$ cat config.mk
export PLATFORM = sky130hd
export DESIGN_NAME = addsub_seq_ctrl
export DESIGN_NICKNAME = d
export VERILOG_FILES = /design/src/rtl/addsub_seq_ctrl.sv
export SDC_FILE = /design/constraint.sdc
export NUM_CORES = 1
export LEC_CHECK = 0
export ABC_AREA = 0
export BUFFER_PORTS_ARGS = -buffer_cell sky130_fd_sc_hd__buf_2
export CAP_MARGIN = 20
export CORE_MARGIN = 4
export CORE_UTILIZATION = 40
export CTS_CLUSTER_DIAMETER = 100
export DETAILED_ROUTE_END_ITERATION = 8
export PLACE_DENSITY = 0.73
export SLEW_MARGIN = 20
export SYNTH_ARGS = -nofsm -noshare
export SYNTH_HDL_FRONTEND = slang
export SYNTH_SLANG_ARGS = --single-unit
$ cat constraint.sdc
create_clock -name clk -period 3.6 [get_ports clk]
set_input_delay 0.36 -clock clk [delete_from_list [all_inputs] [get_ports clk]]
set_output_delay 0.36 -clock clk [all_outputs]
set_load 0.02 [all_outputs]
$ cat src/rtl/addsub_seq_ctrl.sv
// Nibble-serial 16-bit signed saturating add/subtract sequencer.
// One 4-bit slice is reused across NIBBLES cycles with a registered carry between nibbles.
module addsub_seq_ctrl #(
    parameter int NIBBLES = 4,
    localparam int W = 4 * NIBBLES
) (
    input  logic         clk,
    input  logic         rst_n,
    input  logic         start,
    input  logic         sub,
    input  logic [W-1:0] a,
    input  logic [W-1:0] b,
    output logic         busy,
    output logic         done,
    output logic [W-1:0] result,
    output logic         flag_z,
    output logic         flag_v,
    output logic         flag_n
);

    localparam int CW = (NIBBLES > 1) ? $clog2(NIBBLES) : 1;

    typedef enum logic {
        IDLE,
        CALC
    } state_t;

    state_t state, state_next;

    logic [W-1:0]  a_reg, b_reg, psum;
    logic          sub_reg;
    logic          carry;
    logic [CW-1:0] cnt;

    logic          load, step, finish, last;
    logic [3:0]    a_nib, b_nib;
    logic [4:0]    slice;
    logic          carry_into_msb, overflow;
    logic [W-1:0]  raw_sum, sat_sum;

    assign last = (cnt == CW'(NIBBLES - 1));
    assign busy = (state == CALC);

    always_ff @(posedge clk or negedge rst_n) begin
        if (!rst_n) begin
            state <= IDLE;
        end else begin
            state <= state_next;
        end
    end

    always_comb begin
        state_next = state;
        load       = 1'b0;
        step       = 1'b0;
        finish     = 1'b0;
        case (state)
            IDLE: begin
                if (start) begin
                    load       = 1'b1;
                    state_next = CALC;
                end
            end
            CALC: begin
                step = 1'b1;
                if (last) begin
                    finish     = 1'b1;
                    state_next = IDLE;
                end
            end
            default: state_next = IDLE;
        endcase
    end

    // Select the current nibble of each operand; B is inverted for subtraction
    // so that with carry-in preset to 1 the slice computes A + ~B + 1.
    always_comb begin
        a_nib = 4'h0;
        b_nib = 4'h0;
        for (int i = 0; i < NIBBLES; i++) begin
            if (cnt == CW'(i)) begin
                a_nib = a_reg[i*4 +: 4];
                b_nib = b_reg[i*4 +: 4];
            end
        end
        b_nib = b_nib ^ {4{sub_reg}};
    end

    assign slice = {1'b0, a_nib} + {1'b0, b_nib} + {4'b0000, carry};

    // Sum bit 3 is a3 ^ b3 ^ c3, so the carry into the MSB falls out of the sum.
    assign carry_into_msb = a_nib[3] ^ b_nib[3] ^ slice[3];
    assign overflow       = carry_into_msb ^ slice[4];

    always_comb begin
        raw_sum = psum;
        raw_sum[(NIBBLES-1)*4 +: 4] = slice[3:0];
        if (overflow) begin
            sat_sum = a_reg[W-1] ? {1'b1, {(W-1){1'b0}}} : {1'b0, {(W-1){1'b1}}};
        end else begin
            sat_sum = raw_sum;
        end
    end

    always_ff @(posedge clk or negedge rst_n) begin
        if (!rst_n) begin
            a_reg   <= '0;
            b_reg   <= '0;
            sub_reg <= 1'b0;
            psum    <= '0;
            carry   <= 1'b0;
            cnt     <= '0;
            done    <= 1'b0;
            result  <= '0;
            flag_z  <= 1'b0;
            flag_v  <= 1'b0;
            flag_n  <= 1'b0;
        end else begin
            done <= finish;
            if (load) begin
                a_reg   <= a;
                b_reg   <= b;
                sub_reg <= sub;
                carry   <= sub;
                cnt     <= '0;
            end else if (step) begin
                for (int i = 0; i < NIBBLES; i++) begin
                    if (cnt == CW'(i)) begin
                        psum[i*4 +: 4] <= slice[3:0];
                    end
                end
                carry <= slice[4];
                cnt   <= cnt + 1'b1;
            end
            if (finish) begin
                result <= sat_sum;
                flag_v <= overflow;
                flag_z <= (sat_sum == '0);
                flag_n <= sat_sum[W-1];
            end
        end
    end

endmodule

==> results.json <==
{
  "outcome": "completed",
  "utilization_pct": 49.1,
  "arrival_ns": 3.61,
  "antennaDiodeCount": 0,
  "critPathLaunch": "cnt[1]$_DFFE_PN0P_",
  "clock_skew_ns": 0.00684,
  "grt_pass1_vias": 2382,
  "gp_routability_congestion": 0.832,
  "finalCritPeriodShare_pct": 94.1,
  "yosysWarnings": 0,
  "rows": 32,
  "numCtsBuffers": 9,
  "yosysSeqAreaShare_pct": 53.2,
  "worstReg2RegEnd": "flag_z$_DFFE_PN0P_",
  "dp_hpwl_um": 4890,
  "worstSetupEndpointType": "flip-flop",
  "wl_um": 6560,
  "netlist_instances": 285,
  "reg2reg_depth": 15,
  "drc_errors": 0,
  "antenna_left": 0,
  "use_met1_pct": 17.3,
  "worstSetupStartpointType": "flip-flop",
  "hold_viol": 0,
  "dp_slack_ns": 0.167,
  "routedWlPerCell_um": 14.5,
  "period_needed_ns": 3.39,
  "syn-cell-area_um2": 3200,
  "cts_htree_levels": 3,
  "synth-seq-cells": 68,
  "vias_per_cell": 5.04,
  "grt_max_degree": 62,
  "setup_violations": 0,
  "rr_startpoint": "cnt[1]$_DFFE_PN0P_",
  "worst_slew_pin_slew_ns": 0.767,
  "synth.avg_cell_area_um2": 11.2,
  "min_path_type": "input pin to flip-flop",
  "core_um2": 7770,
  "synth_edf_count": 0,
  "grtUsageMet3_pct": 5.74,
  "critPathKind": "flip-flop to flip-flop",
  "clkSlewWorstSetupHoldPaths_ns": 0.07,
  "slew_viol_final": 0,
  "clkLatencyLatePin_ns": 0.34,
  "fillerInstances": 721,
  "drive_gt1_share_pct": 37.3,
  "start_util_pct": 41.2,
  "first_pass_iters": 4,
  "syn2layout_area_growth_pct": 19.2,
  "cts_buffer_depth": 2,
  "nets": 392,
  "gr-total-overflow": 0,
  "ys_types": 35,
  "drv_cap": 0,
  "antenna_found_initial": 0,
  "max_slew_margin_pct": 48.8,
  "rrSetupSlack_ns": 0.21,
  "drt_iter0_markers": 76,
  "async_reset_ff_share_pct": 100,
  "max_freq_ghz": 0.295,
  "cts_tree": "yes",
  "busiest_layer": "met2",
  "synthesis.nets": 330,
  "num_vias": 2284,
  "root_buffer": "clkbuf_8",
  "cp-endpoint": "flag_z$_DFFE_PN0P_",
  "io-pin-count": 57,
  "die_w_um": 97.4,
  "cp.required_ns": 3.83,
  "port_buffers": 56,
  "crit_fanout": 15,
  "grt.met2_usage_pct": 24.9,
  "worst_slack_ns": 0.213,
  "grt_first_pass_wirelength_um": 11300,
  "grt_usage_pct": 14.7,
  "fp.dieH_um": 97.4,
  "cts.sink_count": 68,
  "tns_ns": 0,
  "synth_top_flop_cell": "dfrtp_1",
  "dieArea_um2": 9490
}
==> layout by cell type (no fill, tap or decap), types with 2 or more instances in the layout <==
cell and count:
ha_1 7, a21oi_1 18, clkbuf_1 3, o21ai_1 2
buf_2 56, buf_4 10, a21o_1 2, fa_1 2
clkbuf_8 10, xor2_1 4, inv_1 5, o21ai_0 15
nor2_1 16, nand2_1 43, a31oi_1 14, nor4_1 2
mux2_2 42, dfrtp_1 68, nand3b_1 9, xnor2_1 2
==> stage by stage <==
step,area (µm²),cells,hold WS (ns)
after global placement,3590,436,0.197
after global routing,3810,453,0.230
after floorplan,3200,285,0.0644
after detailed placement,3590,436,0.205
final,3810,453,0.248
after CTS,3790,452,0.231
==> repair_timing <==
item / in CTS / in global routing
gates resized for setup: 0 / 6
hold buffers: 1 / 0
hold endpoints to repair: 7 / 0
setup endpoints to repair: 0 / 15
buffers inserted: 0 / 1
==> cell families after synthesis <==
group | after synthesis | share of synthesized area, %
and+or+nand+nor | 78 | 11.2
DFF | 68 | 53.2
AOI/OAI and AO/OA | 56 | 10.3
muxes | 44 | 15.4
buffers and inverters | 23 | 3.48
adders and majority gates | 9 | 3.99
xor gates and xnor gates | 7 | 2.50
==> cell usage after synthesis (all sizes together) (5+ instances only) <==
cell type  count  area [µm²]
dfrtp         68        1700
a21oi         20         111
nor2          16        60.1
nand2         44         168
mux2          42         473
ha             7        87.6
a31oi         14        87.6
xor2           5        62.6
nand3b         9        67.6
inv            6        22.5
buf            9        58.8
o21ai         17        85.1
clkbuf         8        30.0
==> worst min-delay path by stage <==
stage,start,end,slack (ns),cells past startpoint
after CTS,b[2],b_reg[2]$_DFFE_PN0P_,0.23,2
after global placement,rst_n,result[10]$_DFFE_PN0P_,0.20,1
after floorplan,rst_n,a_reg[0]$_DFFE_PN0P_,0.06,0
final,b[2],b_reg[2]$_DFFE_PN0P_,0.25,2
after global routing,b[9],b_reg[9]$_DFFE_PN0P_,0.23,2
after detailed placement,rst_n,result[10]$_DFFE_PN0P_,0.20,1
==> area by class of cell <==
type                    count  area [µm²]  share of cell area, %
flip-flops and latches     68        1700                   44.6
multi-input cells         194        1400                   36.6
repair buffers             68         380                   9.98
clock buffers              13         149                   3.91
well taps                 102         128                   3.35
clock inverters             2        35.0                  0.919
inverters                   6        22.5                  0.591
==> layer usage <==
layer / wire (µm) / vias to the layer above / part of all wire, %
met5: 0 / - / 0
met4: 95 / 0 / 1.4
met3: 442 / 9 / 6.7
met2: 3300 / 63 / 50
met1: 2720 / 1099 / 41
li1: - / 1113 / -
==> critical path, cell delays in order (launching register included) <==
cell and delay, ns:
dfrtp_1 0.40, inv_1 0.08, ha_1 0.22, buf_4 0.17, nand3b_1 0.15, a21oi_1 0.15, a21oi_1 0.05, o21ai_0 0.23
xor2_1 0.16, fa_1 0.46, a21o_1 0.24, a21oi_4 0.21, xor2_4 0.26, buf_8 0.18, mux2i_2 0.24, o31ai_2 0.08
Power is not shown: default switching activity piles up to over one toggle a cycle in this logic, so the estimate is an artifact.
